### src/rtl/cook_sequencer_pkg.sv
`default_nettype none
// ============================================================================
//  Module   : cook_sequencer_pkg
//  Brief    : Shared state encoding and default sizing for the microwave
//             cook-timer sequencer.
//  Revision : 1.0  initial release
// ============================================================================
package cook_sequencer_pkg;

    // Sequencer states; READY is reserved in the encoding and never entered
    typedef enum logic [2:0] {
        ST_IDLE  = 3'd0,
        ST_ENTRY = 3'd1,
        ST_READY = 3'd2,
        ST_COOK  = 3'd3,
        ST_PAUSE = 3'd4,
        ST_ALARM = 3'd5
    } state_e;

    localparam int unsigned STATE_W         = 3;
    localparam int unsigned DEF_MAX_DIGITS  = 3;
    localparam int unsigned DEF_ALARM_TICKS = 5;
    localparam int unsigned DEF_CNT_W       = 3;

    // Keypad codes above 9 are not BCD digits and are discarded
    function automatic logic is_bcd(input logic [3:0] digit);
        return (digit <= 4'd9);
    endfunction

endpackage
`default_nettype wire

### src/rtl/cook_sequencer_if.sv
`default_nettype none
// ============================================================================
//  Module   : cook_sequencer_if
//  Brief    : Keypad/door/timer signal bundle around the cook sequencer.
//             master = keypad, door and timer side; slave = sequencer.
//  Revision : 1.0  initial release
// ============================================================================
interface cook_sequencer_if;

    logic       tick_1hz;
    logic       key_valid;
    logic [3:0] key_digit;
    logic       startn;
    logic       stopn;
    logic       door_closed;
    logic       timer_done;
    logic [3:0] timer_digit;
    logic       timer_loadn;
    logic       timer_enable;
    logic       timer_clearn;
    logic       mag_on;
    logic       alarm;
    logic [2:0] state_o;

    modport master (
        output tick_1hz, key_valid, key_digit, startn, stopn, door_closed, timer_done,
        input  timer_digit, timer_loadn, timer_enable, timer_clearn, mag_on, alarm, state_o
    );

    modport slave (
        input  tick_1hz, key_valid, key_digit, startn, stopn, door_closed, timer_done,
        output timer_digit, timer_loadn, timer_enable, timer_clearn, mag_on, alarm, state_o
    );

endinterface
`default_nettype wire

### src/rtl/cook_sequencer_alarm_counter.sv
`default_nettype none
// ============================================================================
//  Module   : alarm_counter
//  Brief    : Saturating up-counter with synchronous clear and a terminal
//             flag. Used both for the keypad digit count and for the
//             completion-alarm tick count.
//  Revision : 1.0  initial release
// ============================================================================
module alarm_counter #(
    parameter int unsigned CNT_W    = 3,
    parameter int unsigned TERMINAL = 5
) (
    input  wire logic clk,
    input  wire logic rst_n,
    input  wire logic clr_i,
    input  wire logic inc_i,
    output logic      full_o
);

    logic [CNT_W-1:0] count_q;

    assign full_o = (count_q == CNT_W'(TERMINAL));

    // Count increments, holding at the terminal value until cleared
    always_ff @(posedge clk or negedge rst_n) begin
        if (!rst_n) begin
            count_q <= '0;
        end else if (clr_i) begin
            count_q <= '0;
        end else if (inc_i && !full_o) begin
            count_q <= count_q + 1'b1;
        end
    end

endmodule
`default_nettype wire

### src/rtl/cook_sequencer.sv
`default_nettype none
// ============================================================================
//  Module   : cook_sequencer
//  Brief    : Control FSM for the MM:SS microwave cook timer. Loads keypad
//             digits into the timer, gates its count enable with the 1 Hz
//             tick while cooking, drives the magnetron and raises the
//             completion alarm. All outputs are registered.
//  Revision : 1.0  initial release
// ============================================================================
module cook_sequencer
    import cook_sequencer_pkg::*;
#(
    parameter int unsigned MAX_DIGITS  = DEF_MAX_DIGITS,
    parameter int unsigned ALARM_TICKS = DEF_ALARM_TICKS,
    parameter int unsigned CNT_W       = DEF_CNT_W
) (
    input  wire logic        CLK,
    input  wire logic        clearn,
    cook_sequencer_if.slave  bus
);

    state_e     state_q,        state_d;
    logic       load_pend_q,    load_pend_d;
    logic [3:0] pend_digit_q,   pend_digit_d;
    logic [3:0] timer_digit_q,  timer_digit_d;
    logic       timer_loadn_q,  timer_loadn_d;
    logic       timer_enable_q, timer_enable_d;
    logic       timer_clearn_q, timer_clearn_d;
    logic       mag_on_q,       mag_on_d;
    logic       alarm_q,        alarm_d;

    logic       key_ok;
    logic       start_req;
    logic       stop_req;
    logic       dig_inc;
    logic       dig_full;
    logic       alm_inc;
    logic       alm_full;

    assign key_ok    = bus.key_valid && is_bcd(bus.key_digit);
    assign start_req = !bus.startn;
    assign stop_req  = !bus.stopn;

    // Number of digits shifted into the timer during the current entry
    alarm_counter #(
        .CNT_W    (CNT_W),
        .TERMINAL (MAX_DIGITS)
    ) u_digit_cnt (
        .clk    (CLK),
        .rst_n  (clearn),
        .clr_i  (state_d == ST_IDLE),
        .inc_i  (dig_inc),
        .full_o (dig_full)
    );

    // Ticks elapsed since the alarm was raised
    alarm_counter #(
        .CNT_W    (CNT_W),
        .TERMINAL (ALARM_TICKS)
    ) u_alarm_cnt (
        .clk    (CLK),
        .rst_n  (clearn),
        .clr_i  (state_q != ST_ALARM),
        .inc_i  (alm_inc),
        .full_o (alm_full)
    );

    // Next-state and next-output decode; stop beats door-open beats start beats key
    always_comb begin
        state_d        = state_q;
        load_pend_d    = 1'b0;
        pend_digit_d   = pend_digit_q;
        timer_digit_d  = timer_digit_q;
        timer_loadn_d  = 1'b1;
        timer_enable_d = 1'b0;
        timer_clearn_d = 1'b1;
        dig_inc        = 1'b0;
        alm_inc        = 1'b0;

        case (state_q)
            ST_IDLE: begin
                if (load_pend_q) begin
                    // Second half of the first key: clear went out last cycle, now load
                    if (stop_req) begin
                        timer_clearn_d = 1'b0;
                    end else begin
                        timer_loadn_d = 1'b0;
                        timer_digit_d = pend_digit_q;
                        dig_inc       = 1'b1;
                        state_d       = ST_ENTRY;
                    end
                end else if (key_ok && !stop_req) begin
                    timer_clearn_d = 1'b0;
                    load_pend_d    = 1'b1;
                    pend_digit_d   = bus.key_digit;
                end
            end

            ST_ENTRY: begin
                if (stop_req) begin
                    timer_clearn_d = 1'b0;
                    state_d        = ST_IDLE;
                end else if (start_req) begin
                    // An open door blocks start; an all-zero entry abandons cooking
                    if (bus.door_closed) begin
                        state_d = bus.timer_done ? ST_IDLE : ST_COOK;
                    end
                end else if (key_ok && !dig_full) begin
                    timer_loadn_d = 1'b0;
                    timer_digit_d = bus.key_digit;
                    dig_inc       = 1'b1;
                end
            end

            ST_COOK: begin
                if (stop_req || !bus.door_closed) begin
                    state_d = ST_PAUSE;
                end else if (bus.timer_done) begin
                    state_d = ST_ALARM;
                end else begin
                    timer_enable_d = bus.tick_1hz;
                end
            end

            ST_PAUSE: begin
                if (stop_req) begin
                    timer_clearn_d = 1'b0;
                    state_d        = ST_IDLE;
                end else if (start_req && bus.door_closed) begin
                    state_d = ST_COOK;
                end
            end

            ST_ALARM: begin
                if (stop_req || !bus.door_closed || alm_full) begin
                    state_d = ST_IDLE;
                end else begin
                    alm_inc = bus.tick_1hz;
                end
            end

            default: begin
                state_d = ST_IDLE;
            end
        endcase
    end

    // State and registered output stage; reset forces safe outputs immediately
    always_ff @(posedge CLK or negedge clearn) begin
        if (!clearn) begin
            state_q        <= ST_IDLE;
            load_pend_q    <= 1'b0;
            pend_digit_q   <= 4'd0;
            timer_digit_q  <= 4'd0;
            timer_loadn_q  <= 1'b1;
            timer_enable_q <= 1'b0;
            timer_clearn_q <= 1'b1;
            mag_on_q       <= 1'b0;
            alarm_q        <= 1'b0;
        end else begin
            state_q        <= state_d;
            load_pend_q    <= load_pend_d;
            pend_digit_q   <= pend_digit_d;
            timer_digit_q  <= timer_digit_d;
            timer_loadn_q  <= timer_loadn_d;
            timer_enable_q <= timer_enable_d;
            timer_clearn_q <= timer_clearn_d;
            mag_on_q       <= (state_d == ST_COOK);
            alarm_q        <= (state_d == ST_ALARM);
        end
    end

    assign bus.timer_digit  = timer_digit_q;
    assign bus.timer_loadn  = timer_loadn_q;
    assign bus.timer_enable = timer_enable_q;
    assign bus.timer_clearn = timer_clearn_q;
    assign bus.mag_on       = mag_on_q;
    assign bus.alarm        = alarm_q;
    assign bus.state_o      = state_q;

endmodule
`default_nettype wire

### src/flat_wrapper.sv
// flat-port wrapper written by rule: the top's interface ports become plain ports
module cook_sequencer_flat import cook_sequencer_pkg::*;
#(
    parameter int unsigned MAX_DIGITS  = DEF_MAX_DIGITS,
    parameter int unsigned ALARM_TICKS = DEF_ALARM_TICKS,
    parameter int unsigned CNT_W       = DEF_CNT_W
)
  (CLK, clearn, bus_tick_1hz, bus_key_valid, bus_key_digit, bus_startn, bus_stopn, bus_door_closed, bus_timer_done, bus_timer_digit, bus_timer_loadn, bus_timer_enable, bus_timer_clearn, bus_mag_on, bus_alarm, bus_state_o);
  cook_sequencer_if bus_i ();
  input  wire logic CLK;
  input  wire logic clearn;
  input wire logic [$bits(bus_i.tick_1hz)-1:0] bus_tick_1hz;
  input wire logic [$bits(bus_i.key_valid)-1:0] bus_key_valid;
  input wire logic [$bits(bus_i.key_digit)-1:0] bus_key_digit;
  input wire logic [$bits(bus_i.startn)-1:0] bus_startn;
  input wire logic [$bits(bus_i.stopn)-1:0] bus_stopn;
  input wire logic [$bits(bus_i.door_closed)-1:0] bus_door_closed;
  input wire logic [$bits(bus_i.timer_done)-1:0] bus_timer_done;
  output wire logic [$bits(bus_i.timer_digit)-1:0] bus_timer_digit;
  output wire logic [$bits(bus_i.timer_loadn)-1:0] bus_timer_loadn;
  output wire logic [$bits(bus_i.timer_enable)-1:0] bus_timer_enable;
  output wire logic [$bits(bus_i.timer_clearn)-1:0] bus_timer_clearn;
  output wire logic [$bits(bus_i.mag_on)-1:0] bus_mag_on;
  output wire logic [$bits(bus_i.alarm)-1:0] bus_alarm;
  output wire logic [$bits(bus_i.state_o)-1:0] bus_state_o;
  assign bus_i.tick_1hz = bus_tick_1hz;
  assign bus_i.key_valid = bus_key_valid;
  assign bus_i.key_digit = bus_key_digit;
  assign bus_i.startn = bus_startn;
  assign bus_i.stopn = bus_stopn;
  assign bus_i.door_closed = bus_door_closed;
  assign bus_i.timer_done = bus_timer_done;
  assign bus_timer_digit = bus_i.timer_digit;
  assign bus_timer_loadn = bus_i.timer_loadn;
  assign bus_timer_enable = bus_i.timer_enable;
  assign bus_timer_clearn = bus_i.timer_clearn;
  assign bus_mag_on = bus_i.mag_on;
  assign bus_alarm = bus_i.alarm;
  assign bus_state_o = bus_i.state_o;
  cook_sequencer #(.MAX_DIGITS(MAX_DIGITS), .ALARM_TICKS(ALARM_TICKS), .CNT_W(CNT_W)) u_core (.CLK(CLK), .clearn(clearn), .bus(bus_i));
endmodule
### config.mk
export PLATFORM = sky130hd
export DESIGN_NAME = cook_sequencer_flat
export DESIGN_NICKNAME = d
export VERILOG_FILES = /design/src/rtl/cook_sequencer_pkg.sv /design/src/rtl/cook_sequencer_if.sv /design/src/rtl/cook_sequencer_alarm_counter.sv /design/src/rtl/cook_sequencer.sv /design/src/flat_wrapper.sv
export SDC_FILE = /design/constraint.sdc
export NUM_CORES = 1
export LEC_CHECK = 0
export BUFFER_PORTS_ARGS = -buffer_cell sky130_fd_sc_hd__buf_2
export CORE_UTILIZATION = 50
export CTS_BUF_LIST = sky130_fd_sc_hd__clkbuf_8
export DETAILED_ROUTE_END_ITERATION = 6
export GPL_ROUTABILITY_DRIVEN = 0
export PLACE_DENSITY = 0.86
export SYNTH_ARGS = -nofsm -noshare
export SYNTH_HDL_FRONTEND = slang
export SYNTH_SLANG_ARGS = --single-unit
### constraint.sdc
create_clock -name CLK -period 1.4 [get_ports CLK]
set_input_delay 0.14 -clock CLK [delete_from_list [all_inputs] [get_ports CLK]]
set_output_delay 0.14 -clock CLK [all_outputs]
set_load 0.01 [all_outputs]
==> results.yml, run 1 <==
final_layout:
  drive_above_1_share_pct: 59.1
  fin_cells: 199
  fin_area_um2: 1810
  diodes: 0
  multi_input_area_um2: 718
  final_nets: 188
  fillCellCount: 128
  syn_to_final_growth_pct: 46.8
  seqCellArea_um2: 581
worst_setup_path:
  criticalPathCategory: "register to register"
  worstPathRequired_ns: 1.58
  crit_path_start_kind: "register"
  worstPathMaxFanout: 6
  crit_arrival_ns: 1.90
  cp-end-kind: "register"
sta:
  setup_violations: 20
  max_freq_mhz: 581
  worst_pin_slew_ns: 0.529
  clock_skew_ns: 0.00291
  rsz0062_at_grt: "yes"
  worst_slack_ns: -0.321
  period_minus_slack_ns: 1.72
  finalHoldViolCount: 0
  drv_slew: 0
  tns_ns: -3.72
  slew_headroom_pct: 64.8
  post-route-period-util_pct: 123
global_route:
  use_met2_pct: 51.7
  grt_pass1_vias: 1160
  grt.busiest_layer: "met2"
  grt_usage_pct: 27.1
  grt_max_degree: 24
  overflow: 0
  gr-usage-met1_pct: 30.1
  gr-usage-met3_pct: 2.34
  grt_pass1_wl_um: 5240
  antenna_found_initial: 0
detailed_routing:
  drt_iter0_drc: 44
  num_vias: 1162
  drtPass1Iterations: 4
  wl_per_cell_um: 18.4
  vias_per_cell: 5.84
  ant_nets: 0
  wirelength_um: 3670
  route.detailed.drc: 0
logic_synthesis:
  ys_ff_latch: 23
  synth_cells: 111
  synthDistinctLibCells: 40
  ys_warn_count: 0
  ys.flop_type: "dfrtp_1"
  yosysSeqAreaShare_pct: 47.0
  syn_area_um2: 1230
  avgSynthCellArea_um2: 11.1
  syn_nets: 127
  synthArstFlopShare_pct: 100
  synth_edf_count: 0
run_status:
  violations: "negative setup slack"
  status: "finished, violations left"
power_and_ir_drop:
  leakagePower_uw: 0.000886
  powerDensity_nw_per_um2: 906
  peakVddDrop_uv: 749
floorplan:
  die_h_um: 51.6
  std_cell_rows: 17
  die_w_um: 51.6
  dieArea_um2: 2660
  start_util_pct: 54.1
  ioPinCount: 24
  core_area_um2: 2280
cts:
  cts_htree_levels: 1
  cts_root_buffer: "clkbuf_8"
  clkLatencyLatePin_ns: 0.26
  clkSlewWorstSetupHoldPaths_ns: 0.08
  cts_buffers: 3
  cts_tree: "built"
  cts_buffer_depth: 2
  clock_sinks: 23
run:
  maxCapViolations: 0
place:
  place_area_um2: 1570
  hpwl_um: 2290
  numPortBuffers: 23
  place_inst: 183
min_path:
  hold_class: "primary input to register"
[cell usage in the layout, fill, tap and decap left out, drive strengths merged, types with 2 or more instances in the layout]
cell and instances:
a221oi 2, o21a 2, dfstp 2, nand3 5
mux2 13, nor3 3, a21oi 2, clkbuf 3
a22oi 2, buf 58, xor2 2, inv 8
nand3b 2, a2bb2o 2, nand2 5, or3 2
dfrtp 21, or2b 2, ha 4, o21ai 6
and2b 3, nor2 7
[worst paths after layout]
| kind | start | to | slack (ns) | depth (start not counted) |
|---|---|---|---|---|
| worst max-delay path | u_core.bus.state_o[0]$_DFF_PN0_ | u_core.u_digit_cnt.count_q[2]$_DFFE_PN0P_ | -0.32 | 4 |
| worst min-delay path | bus_key_digit[0] | u_core.pend_digit_q[0]$_DFFE_PN0P_ | 0.13 | 2 |
| worst max register to register | u_core.bus.state_o[0]$_DFF_PN0_ | u_core.u_digit_cnt.count_q[2]$_DFFE_PN0P_ | -0.32 | 4 |
| worst min register to register | u_core.bus.timer_digit[2]$_DFFE_PN0P_ | u_core.bus.timer_digit[2]$_DFFE_PN0P_ | 0.52 | 1 |
| max in group asynchronous | clearn | u_core.bus.state_o[0]$_DFF_PN0_ | 0.64 | 2 |
| min in group asynchronous | clearn | u_core.bus.mag_on$_DFF_PN0_ | 0.38 | 2 |
[synth_stat cells (2+ instances only)]
cell type,number,area (um^2)
a21oi_1,2,10.0
or3_1,2,12.5
nor3_1,3,15.0
a2bb2o_1,2,20.0
inv_1,7,26.3
dfrtp_1,21,526
a221oi_2,2,30.0
o21ai_0,6,30.0
nand3_1,5,25.0
xor2_1,2,17.5
nand2_1,5,18.8
mux2_2,11,124
ha_1,4,50.1
o21a_1,2,15.0
buf_2,2,10.0
dfstp_2,2,52.6
nor2_1,7,26.3
mux2_1,2,22.5
a22oi_1,2,15.0
nand3b_1,2,15.0
[worst max-delay path, stage by stage (launching register included)]
cell,delay (ns)
dfrtp_2,0.46
or3b_1,0.41
a311oi_2,0.34
a221oi_2,0.17
a221oi_2,0.26
[cells by family after synthesis]
family,after synthesis,synth area share [%]
simple gates,38,18.6
buf+inv,10,3.56
compound gates,20,12.8
xor+xnor,3,2.13
mux,13,11.9
flops,23,47.0
fa+ha+maj,4,4.07
[sequential cells by signal, indices dropped and copies added (netlist names)]
register / count
u_core.bus.timer_digit: 4
u_core.bus.timer_enable: 1
u_core.bus.alarm: 1
u_core.load_pend_q: 1
u_core.pend_digit_q: 4
u_core.bus.state_o: 3
u_core.bus.mag_on: 1
u_core.bus.timer_clearn: 1
u_core.u_digit_cnt.count_q: 3
u_core.u_alarm_cnt.count_q: 3
u_core.bus.timer_loadn: 1
[repair_timing]
item | CTS | global route
setup buffers | 5 | 8
endpoints found under the hold margin | 21 | 0
hold buffers | 1 | 0
endpoints found under the setup margin | 20 | 21
gates resized for setup | 22 | 4
pin swaps | 6 | 5
[final cells by class]
class,instances,share of cell area (%)
multi-input cells,78,39.7
flip-flops and latches,23,32.1
repair buffers,59,22.3
clock buffers,3,2.28
well taps,28,1.94
inverters,7,1.45
clock inverters,1,0.208
[stage by stage]
stage	utilization [%]	total power, uW	hold WS (ns)	setup WS [ns]
global placement	68.9	1160	0.127	-0.196
finish	79.4	1640	0.128	-0.321
detailed placement	68.9	1180	0.139	-0.263
floorplan	-	1010	-0.156	-0.146
global route	79.4	1700	0.137	-0.378
CTS	76.3	1630	0.135	-0.245
[report_power, final]
group          switching [uW]  internal [uW]  total (uW)
registers                53.1            760         813
clock network             212            196         408
logic                     180            237         417
total                     445           1190        1640
[metal layers]
layer	routed length [um]	vias up
li1	-	518
met1	1440	578
met2	1900	48
met3	157	18
met4	161	0
met5	0	-
Power figures use the tool's default switching activity.
==> run 2: changes to the inputs <==
--- a/config.mk
+++ b/config.mk
@@ -10,7 +10,7 @@
 export CTS_BUF_LIST = sky130_fd_sc_hd__clkbuf_8
 export DETAILED_ROUTE_END_ITERATION = 6
 export GPL_ROUTABILITY_DRIVEN = 0
-export PLACE_DENSITY = 0.86
+export PLACE_DENSITY = 0.75
 export SYNTH_ARGS = -nofsm -noshare
 export SYNTH_HDL_FRONTEND = slang
 export SYNTH_SLANG_ARGS = --single-unit
==> run 2 against run 1 <==
Net effect: the flow still finishes with violations (negative setup slack); sequential share of layout area shrank 0.35 points; clock-buffer cell count is the same; design area grew 0.90%; sequential cell count is the same; largest cell class unchanged; largest power group unchanged.
==> results.yml, run 2 (synthesis gave the netlist of run 1 again) <==
sta:
  setup_violations: 18
  period_minus_slack_ns: 1.64
  rsz0062_at_grt: "yes"
  post-route-period-util_pct: 117
  worst_pin_slew_ns: 0.538
  clock_skew_ns: 0.00157
  max_freq_mhz: 608
  drv_slew: 0
  worst_slack_ns: -0.244
  finalHoldViolCount: 0
  slew_headroom_pct: 64.1
run_status:
  violations: "negative setup slack"
  status: "finished, violations left"
final_layout:
  mostFrequentLayoutCell: "buf_4"
  mostFrequentLayoutCells: "28 x buf_4, 23 x buf_2, 20 x dfrtp_1"
  final_nets: 185
  diodes: 0
  syn_to_final_growth_pct: 48.2
  drive_above_1_share_pct: 61.3
  fillCellCount: 142
  fin_cells: 196
detailed_routing:
  wl_per_cell_um: 15.8
  ant_nets: 0
  vias_per_cell: 5.41
  drt_iter0_drc: 21
  route.detailed.drc: 0
  wirelength_um: 3090
  drtPass1Iterations: 4
  num_vias: 1061
floorplan:
  ioPinCount: 24
  core_area_um2: 2280
  die_h_um: 51.6
  dieArea_um2: 2660
  die_w_um: 51.6
  start_util_pct: 54.1
  std_cell_rows: 17
power_and_ir_drop:
  total_power_uw: 1660
  peakVddDrop_uv: 1030
  leakagePower_uw: 0.000880
  powerDensity_nw_per_um2: 910
cts:
  clkSlewWorstSetupHoldPaths_ns: 0.08
  clock_sinks: 23
  cts_root_buffer: "clkbuf_8"
  cts_buffer_depth: 2
  cts_tree: "built"
  clkLatencyLatePin_ns: 0.26
  cts_htree_levels: 1
  cts_buffers: 3
place:
  numPortBuffers: 23
  hpwl_um: 2010
  place_ws_ns: -0.318
  place_inst: 183
global_route:
  grt_usage_pct: 27.2
  gr-usage-met3_pct: 2.63
  grt_max_degree: 24
  overflow: 0
  use_met2_pct: 49.4
  gr-usage-met1_pct: 32.5
  grt_pass1_vias: 1147
  antenna_found_initial: 0
  grt_pass1_wl_um: 5200
  grt.busiest_layer: "met2"
worst_setup_path:
  worstPathRequired_ns: 1.58
  cp-end-kind: "register"
  criticalPathCategory: "register to register"
  worstPathMaxFanout: 5
  crit_arrival_ns: 1.82
  crit_path_start_kind: "register"
min_path:
  hold_class: "primary input to register"
run:
  maxCapViolations: 0
==> run 2: changes by cell type in the layout (fill, tap and decap cells not counted), sizes merged <==
cell	before	now
inv	8	7
clkinv	0	1
buf	58	55
==> run 2: cell type report <==
class / instances / area (um^2) / share of cell area, %
Multi-Input combinational cell: 78 / 757 / 41.5
Sequential cell: 23 / 579 / 31.8
Timing Repair Buffer: 56 / 380 / 20.9
Clock buffer: 3 / 41.3 / 2.26
Tap cell: 28 / 35.0 / 1.92
Inverter: 7 / 26.3 / 1.44
Clock inverter: 1 / 5.00 / 0.274
==> run 2: critical path, cell delays in order (launching register included) <==
cell and delay, ns:
dfrtp_2 0.44, buf_4 0.15, or2b_4 0.28, o21ai_0 0.28, a221oi_2 0.16, a221oi_2 0.25
==> run 2: path summary, 6_finish.rpt <==
kind / start / endpoint / slack (ns) / cells after the start
min reg2reg: u_core.bus.timer_digit[0]$_DFFE_PN0P_ / u_core.bus.timer_digit[0]$_DFFE_PN0P_ / 0.51 / 1
min: bus_key_digit[0] / u_core.pend_digit_q[0]$_DFFE_PN0P_ / 0.12 / 2
max: u_core.bus.state_o[0]$_DFF_PN0_ / u_core.u_digit_cnt.count_q[2]$_DFFE_PN0P_ / -0.24 / 5
max reg2reg: u_core.bus.state_o[0]$_DFF_PN0_ / u_core.u_digit_cnt.count_q[2]$_DFFE_PN0P_ / -0.24 / 5
min in group asynchronous: clearn / u_core.u_alarm_cnt.count_q[2]$_DFFE_PN0P_ / 0.38 / 2
max in group asynchronous: clearn / u_core.bus.state_o[0]$_DFF_PN0_ / 0.63 / 2
==> run 2: routing by layer <==
layer | up-vias | wire (um)
met5 | - | 0
met4 | 0 | 24
met3 | 4 | 114
met2 | 28 | 1550
met1 | 515 | 1400
li1 | 514 | -
==> run 2: metrics by stage <==
stage	hold WS [ns]	setup TNS (ns)	util (%)	instance area, um^2
finish	0.122	-2.67	80.2	1820
global route	0.109	-3.88	80.2	1820
CTS	0.118	-2.38	78.4	1780
detailed placement	0.145	-3.79	68.9	1570
global placement	0.135	-2.71	68.9	1570
floorplan	-0.156	-1.29	-	1260
==> run 2: power breakdown <==
part           switching [uW]  internal [uW]  leakage (uW)  total, uW
clock network             215            199     0.0000255        414
registers                48.6            760      0.000296        808
logic                     186            253      0.000559        439
total                     449           1210      0.000880       1660
==> run 2: repair_timing <==
| action | in CTS | in global routing |
|---|---|---|
| endpoints found under the hold margin | 21 | 0 |
| resized for setup | 26 | 10 |
| buffers inserted | 8 | 0 |
| hold buffers | 1 | 0 |
| setup endpoints to repair | 19 | 21 |
| pin swaps | 9 | 4 |
